**src/rtl/dmem_bridge.sv**
```systemverilog
// Pipeline-to-memory data bridge: one-entry posted write buffer, blocking read
// misses, and a per-transaction ack timeout that latches a sticky error.
module dmem_bridge #(
    parameter int TO_CYCLES = 15
) (
    input  logic        clk,
    input  logic        rst_n,
    input  logic        dm_oen,
    input  logic        dm_wen,
    input  logic [10:0] D_ADDR,
    input  logic [31:0] D_OUT,
    output logic [31:0] D_IN,
    output logic        stall,
    output logic        mem_req,
    output logic        mem_we,
    output logic [10:0] mem_addr,
    output logic [31:0] mem_wdata,
    input  logic [31:0] mem_rdata,
    input  logic        mem_ack,
    output logic        err
);

    localparam logic [1:0] S_IDLE    = 2'd0;
    localparam logic [1:0] S_RD_WAIT = 2'd1;
    localparam logic [1:0] S_WR_WAIT = 2'd2;

    localparam logic [3:0]  TO_LIM    = 4'(TO_CYCLES);
    localparam logic [31:0] ABORT_VAL = 32'hDEAD_BEEF;

    logic [1:0]  r_state;
    logic        r_wb_valid;
    logic [10:0] r_wb_addr;
    logic [31:0] r_wb_data;
    logic        r_served;
    logic [10:0] r_served_addr;
    logic [3:0]  r_cnt;
    logic [31:0] r_d_in;
    logic        r_mem_req;
    logic        r_mem_we;
    logic [10:0] r_mem_addr;
    logic [31:0] r_mem_wdata;
    logic        r_err;

    logic        w_wr;
    logic        w_rd;
    logic        w_hit;
    logic        w_served_hit;
    logic        w_miss;
    logic        w_timeout;
    logic        w_stall;

    // Write wins when both strobes are low, so a read only exists on its own.
    assign w_wr         = ~dm_wen;
    assign w_rd         = ~dm_oen & dm_wen;
    assign w_hit        = r_wb_valid && (r_wb_addr == D_ADDR);
    assign w_served_hit = r_served && (r_served_addr == D_ADDR);
    assign w_miss       = w_rd && !w_hit && !w_served_hit;
    assign w_timeout    = !mem_ack && ((r_cnt + 4'd1) == TO_LIM);

    always_comb begin
        w_stall = 1'b0;
        if (rst_n) begin
            case (r_state)
                S_IDLE:  w_stall = (w_wr && r_wb_valid) || w_miss;
                default: w_stall = w_wr || w_rd;
            endcase
        end
    end

    always_ff @(posedge clk or negedge rst_n) begin
        if (!rst_n) begin
            r_state       <= S_IDLE;
            r_wb_valid    <= 1'b0;
            r_wb_addr     <= '0;
            r_wb_data     <= '0;
            r_served      <= 1'b0;
            r_served_addr <= '0;
            r_cnt         <= '0;
            r_d_in        <= '0;
            r_mem_req     <= 1'b0;
            r_mem_we      <= 1'b0;
            r_mem_addr    <= '0;
            r_mem_wdata   <= '0;
            r_err         <= 1'b0;
        end else begin
            case (r_state)
                S_IDLE: begin
                    r_served <= 1'b0;
                    if (w_rd && w_hit)
                        r_d_in <= r_wb_data;
                    if (w_wr && !r_wb_valid) begin
                        r_wb_valid <= 1'b1;
                        r_wb_addr  <= D_ADDR;
                        r_wb_data  <= D_OUT;
                    end
                    // A pending read miss goes out ahead of the buffered write.
                    if (w_miss) begin
                        r_mem_req  <= 1'b1;
                        r_mem_we   <= 1'b0;
                        r_mem_addr <= D_ADDR;
                        r_cnt      <= '0;
                        r_state    <= S_RD_WAIT;
                    end else if (r_wb_valid) begin
                        r_mem_req   <= 1'b1;
                        r_mem_we    <= 1'b1;
                        r_mem_addr  <= r_wb_addr;
                        r_mem_wdata <= r_wb_data;
                        r_cnt       <= '0;
                        r_state     <= S_WR_WAIT;
                    end
                end
                S_RD_WAIT: begin
                    if (mem_ack) begin
                        r_d_in        <= mem_rdata;
                        r_mem_req     <= 1'b0;
                        r_served      <= 1'b1;
                        r_served_addr <= r_mem_addr;
                        r_state       <= S_IDLE;
                    end else if (w_timeout) begin
                        // The stalled read is released with the poison value
                        // rather than re-issued against a dead memory.
                        r_d_in        <= ABORT_VAL;
                        r_err         <= 1'b1;
                        r_mem_req     <= 1'b0;
                        r_served      <= 1'b1;
                        r_served_addr <= r_mem_addr;
                        r_state       <= S_IDLE;
                    end else begin
                        r_cnt <= r_cnt + 4'd1;
                    end
                end
                S_WR_WAIT: begin
                    if (mem_ack) begin
                        r_wb_valid <= 1'b0;
                        r_mem_req  <= 1'b0;
                        r_state    <= S_IDLE;
                    end else if (w_timeout) begin
                        r_wb_valid <= 1'b0;
                        r_err      <= 1'b1;
                        r_mem_req  <= 1'b0;
                        r_state    <= S_IDLE;
                    end else begin
                        r_cnt <= r_cnt + 4'd1;
                    end
                end
                default: begin
                    r_mem_req <= 1'b0;
                    r_state   <= S_IDLE;
                end
            endcase
        end
    end

    assign stall     = w_stall;
    assign D_IN      = r_d_in;
    assign mem_req   = r_mem_req;
    assign mem_we    = r_mem_we;
    assign mem_addr  = r_mem_addr;
    assign mem_wdata = r_mem_wdata;
    assign err       = r_err;

endmodule

```
**config.mk**
```make
export PLATFORM = sky130hd
export DESIGN_NAME = dmem_bridge
export DESIGN_NICKNAME = d
export VERILOG_FILES = /design/src/rtl/dmem_bridge.sv
export SDC_FILE = /design/constraint.sdc
export NUM_CORES = 1
export LEC_CHECK = 0
export CORE_UTILIZATION = 53
export CTS_CLUSTER_SIZE = 24
export DETAILED_ROUTE_END_ITERATION = 10
export PLACE_DENSITY = 0.85
export SYNTH_ARGS = -nofsm -noshare
export SYNTH_HDL_FRONTEND = slang
export SYNTH_SLANG_ARGS = --single-unit
```
**constraint.sdc**
```tcl
create_clock -name clk -period 5.4 [get_ports clk]
set_input_delay 0.54 -clock clk [delete_from_list [all_inputs] [get_ports clk]]
set_output_delay 0.54 -clock clk [all_outputs]
set_load 0.02 [all_outputs]
```
== After elaboration in Yosys (flattened, before gate mapping) ==
Index checks and enable logic that the tools add are counted.

* Bits of input ports: 80
* Register bits: 140

* Equal/unequal tests: 13
* Muxes and demuxes: 31
* Reduce and logical (&&, ||, !) cells: 31
* Add/sub/neg operators: 1
* Bitwise gates (word level): 5

{| class="wikitable"
|+ Operators by type and width
! operator !! number
|-
| 32-bit two-way mux || 3
|-
| 32-bit one-hot mux with 2 select lines || 1
|-
| 11-bit two-way mux || 4
|-
| 11-bit equality test || 2
|-
| 4-bit two-way mux || 4
|-
| 3-bit AND reduction || 4
|-
| 1-bit two-way mux || 10
|-
| 2-bit AND reduction || 5
|-
| 2-bit nonzero test || 5
|-
| 3-bit != test (second input constant) || 3
|-
| 1-bit logical AND || 8
|-
| 2-bit two-way mux || 4
|-
| 2-bit != test (second input constant) || 4
|-
| 4-bit one-hot mux with 2 select lines || 1
|-
| 1-bit one-hot mux with 2 select lines || 3
|-
| 4-bit by 1-bit adder with 4-bit output (second input constant) || 1
|-
| 4-bit equality test (second input constant) || 1
|-
| 1-bit zero test || 4
|-
| 1-bit inverter || 4
|-
| 2-bit one-hot mux with 2 select lines || 1
|-
| 4-bit AND reduction || 1
|-
| 3-bit by 1-bit != test with 1-bit output (second input constant) || 1
|-
| 2-bit by 1-bit equality test with 1-bit output (second input constant) || 1
|-
| 2-bit equality test (second input constant) || 1
|-
| other kinds (4) || 5
|}

== Longest topological paths before layout ==
* Depth in word-level cells: 8
* Gate-level depth with buffers: 8
* Mapped depth without buffers: 7

== Worst setup path before layout ==
OpenSTA, ideal clock, no wires.

* Path type: input to output
* Start point: input port D_ADDR[1]
* End point: output port stall
* Slack: 2.983 ns
* Data required time: 4.860 ns
* Stages on the path: 7
* Path buffers: 2
* Arrival time: 1.877 ns
* Path through: xnor2_1 -> nand4_1 -> or3_1 -> and3_1 -> clkbuf_1 -> buf_6 -> o21a_1

* Cells in the longest elaborated chain, start to end: 8

{| class="wikitable"
|+ RTL lines
! item !! RTL line !! source
|-
| start, declared || 10 || <nowiki>input logic [10:0] D_ADDR,</nowiki>
|-
| 11-bit equality test || 55 || <nowiki>assign w_hit = r_wb_valid && (r_wb_addr == D_ADDR);</nowiki>
|-
| 1-bit logical AND || 55 ||
|-
| 1-bit zero test || 57 || <nowiki>assign w_miss = w_rd && !w_hit && !w_served_hit;</nowiki>
|-
| 1-bit logical AND || 57 ||
|-
| 1-bit logical AND (*) || 57 ||
|-
| 1-bit logical OR (*) || 64 || <nowiki>S_IDLE: w_stall = (w_wr && r_wb_valid) || w_miss;</nowiki>
|-
| 1-bit two-way mux (*) || 63 || <nowiki>case (r_state)</nowiki>
|-
| 1-bit two-way mux (*) || 62 || <nowiki>if (rst_n) begin</nowiki>
|-
| end, declared || 13 || <nowiki>output logic stall,</nowiki>
|}

Every way passes the cells marked *; elsewhere a longest branch is shown, timed or not.

== Worst setup path after layout ==
* Start point: input port D_ADDR[10]
* End point: output port stall

The elaborated chain is that of the path after synthesis.

==> results.tsv <==
stage	metric	value	unit
status	outcome	finished, violations left	
status	failing checks	DRC	
routing	Routed Antenna Nets	0	
worst_setup_path	startpoint types	input port	
yosys	share of the synthesized area in the top cell type	54.7	%
layout	fill count	773	
worst_setup_path	R2R setup slack	2.41	ns
layout	most frequent cells in the layout	157 x clkdlybuf4s50_1, 140 x dfrtp_1, 60 x mux2_2, 31 x inv_1, 30 x mux2_4	
layout	Finished Core Util	74.9	%
sta	Fin Clk Skew	0.00881	ns
worst_setup_path	r2r worst-path depth	5	
layout	area delta synth->final	35.9	%
routing	drt pass-1 iters	7	
layout	fraction of layout cells with a size suffix above 1	20.1	%
grt	grt ovf	0	
placed_design	Placer Congestion	0.840	
sta	Setup TNS	0	ns
routing	routed len/inst	19.8	um
clocking	Resized cells post-CTS	0	
routing	Vias	4558	
grt	vias in the first global route	4843	
yosys	syn_area_per_cell	12.9	um2
clocking	clock sink count	140	
clocking	CTS tree	built	
floorplan	Die Wd	112	um
worst_hold_path	hold crit path type	in -> async	
worst_setup_path	CP Data Arrival Time	3.60	ns
power_and_ir_drop	Power per Cell Area	699	mW/mm2
worst_setup_path	Worst setup EP type	output pin	
placed_design	I/O Buffers	158	
grt	met1 usage	32.8	%
clocking	clk root buf	clkbuf_16	
clocking	clock-pin slew on the worst setup and hold paths	0.06	ns
yosys	top post-synthesis cells by area	dfrtp_1 55%, mux2_2 11%, mux2_4 7.0%, mux2i_1 3.6%, o22ai_1 2.3%	
worst_setup_path	Setup CP Type	in -> out	
yosys	share of the yosys chip area belonging to registers	54.7	%
floorplan	Die H	112	um
clocking	total clock buffers created by CTS	17	
yosys	EDFF count, synth	0	
yosys	Syn Inst Count	495	
sta	Final Max Slew Viols	0	
yosys	Syn. warnings	0	
floorplan	IO Count	159	
yosys	Syn Std Cell Area	0.00640	mm2
clocking	H-tree level count	4	
power_and_ir_drop	cell leakage power	0.00394	uW
layout	fin nets	734	
yosys	Synthesized Nets	580	
yosys	Synth area leader	dfrtp_1	
routing	drt initial violations	226	
routing	WL final	15900	um
layout	most common cell after layout, fill and taps aside	clkdlybuf4s50_1	
sta	final critical-path share of the clock period	76.7	%
sta	minimum period implied by the final worst setup slack	4.14	ns
floorplan	Initial Util	55.1	%
sta	Hold Vio Cnt, Final	0	
power_and_ir_drop	Peak VDD IR	424	uV
yosys	FF+latch count, synth	140	
sta	Worst Hold Margin	0.162	ns
sta	actual slew at the worst max-slew pin	1.17	ns
floorplan	# rows	39	
routing	vias per cell	5.66	
yosys	post-synth cell types	50	
grt	first-pass GRT wire length	25800	um
grt	pin count of the biggest net entering global routing	86	
floorplan	CORE AREA	0.0116	mm2
sta	unrepaired setup endpoints after global routing	false	
clocking	Clock Tree Buf Depth	2	
clocking	clk_lat worst skew	0.42	ns
yosys	Most used DFF post-synth	dfrtp_1	
sta	Final setup viols	0	
clocking	post-CTS setup buffer count	0	
floorplan	Die Area	0.0125	mm2
worst_setup_path	crit-path max FO	14	
clocking	cts hold-fix bufs	0	
worst_setup_path	Crit path required time	4.86	ns
grt	met2 Use GR	44.8	%
flow_run	total of max-cap violations	0	
layout	# diodes	0	
worst_setup_path	r2r startpoint	r_served_addr[4]$_DFFE_PN0P_	
worst_setup_path	FF-to-FF End	mem_wdata[31]$_DFFE_PN0P_	
placed_design	DPL Wire Length	10600	um
grt	met3 usage in global routing	7.62	%
yosys	asr flop ratio synth	100	%
grt	GRT Total Usage	27.1	%
routing	residual DRC count	4	
sta	Max-slew headroom	21.7	%
grt	gr busiest metal	met2	
sta	fmax	0.241	GHz
grt	initial antenna violation count	0	
[registers in the layout, summed over array words and instances, names as in the netlist]
name / cells
mem_addr: 11
mem_we: 1
mem_wdata: 32
err: 1
D_IN: 32
mem_req: 1
r_state: 2
r_wb_addr: 11
r_wb_data: 32
r_cnt: 4
r_served: 1
r_served_addr: 11
r_wb_valid: 1
[cells in the mapped netlist, drive strengths merged (2+ instances only)]
master     n
or3        2
mux2      95
nand3      2
a22o       2
nor2      16
and2       2
nand2b     2
ha         5
buf       16
inv       31
o2bb2ai    3
xor2       8
and3       3
o22ai     24
a221o     11
mux2i     23
nor2b     15
nor4       2
nand2     20
nand4      7
dfrtp    140
a21oi     15
o21ai      5
clkbuf    10
xnor2     14
a31oi      2
o211ai     2
[stage by stage]
stage / instance area [um2] / power, uW / instances / worst slack [ns]
global placement: 8050 / 4660 / 773 / 1.41
finish: 8700 / 6080 / 805 / 1.26
global route: 8700 / 6390 / 805 / 1.11
floorplan: 6400 / 3730 / 495 / 2.98
CTS: 8700 / 6110 / 805 / 1.28
detailed placement: 8050 / 4780 / 773 / 1.28
[kinds of logic (layout without fill, tap and decap cells)]
| logic type | after synthesis | in the layout | share of synthesized area, % |
|---|---|---|---|
| DFF | 140 | 140 | 54.7 |
| muxes | 118 | 118 | 22.1 |
| and+or+nand+nor | 78 | 78 | 6.80 |
| AOI/OAI and AO/OA | 75 | 75 | 8.29 |
| buffers and inverters | 57 | 224 | 4.12 |
| xor gates and xnor gates | 22 | 22 | 3.01 |
| adders and majority gates | 5 | 5 | 0.977 |
[critical path, stage by stage]
cell and delay (ns):
clkdlybuf4s50_1 0.56, xor2_1 0.27, nor4_4 0.09, a31oi_1 0.66
and3_1 0.67, o21a_1 0.21, clkdlybuf4s50_1 0.59
[layer usage]
layer	share of wire [%]	up-vias
met5	0	-
met4	3.2	0
met3	5.8	36
met2	50	141
met1	41	2322
li1	-	2059
[worst max path at each step]
stage	start	slack, ns	end	depth (start not counted)
6_report	D_ADDR[10]	1.26	stall	7
5_1_grt	D_ADDR[10]	1.11	stall	7
4_1_cts	D_ADDR[10]	1.28	stall	7
3_3_place_gp	D_ADDR[10]	1.41	stall	7
3_5_place_dp	D_ADDR[10]	1.28	stall	7
2_1_floorplan	D_ADDR[1]	2.98	stall	7
[final cells by class]
cell class              instances  area, um2  share of cell area, %
well taps                     143        179                   2.06
inverters                      31        116                   1.34
multi-input cells             298       2650                   30.4
clock buffers                  19        443                   5.09
repair buffers                161       1610                   18.4
clock inverters                13        210                   2.42
flip-flops and latches        140       3500                   40.3
[power by group]
part	switching [uW]	internal, uW	total [uW]
Clock	450	836	1290
Combinational	1330	1470	2810
Sequential	392	1590	1980
Total	2180	3900	6080
Power figures use the tool's default switching activity.
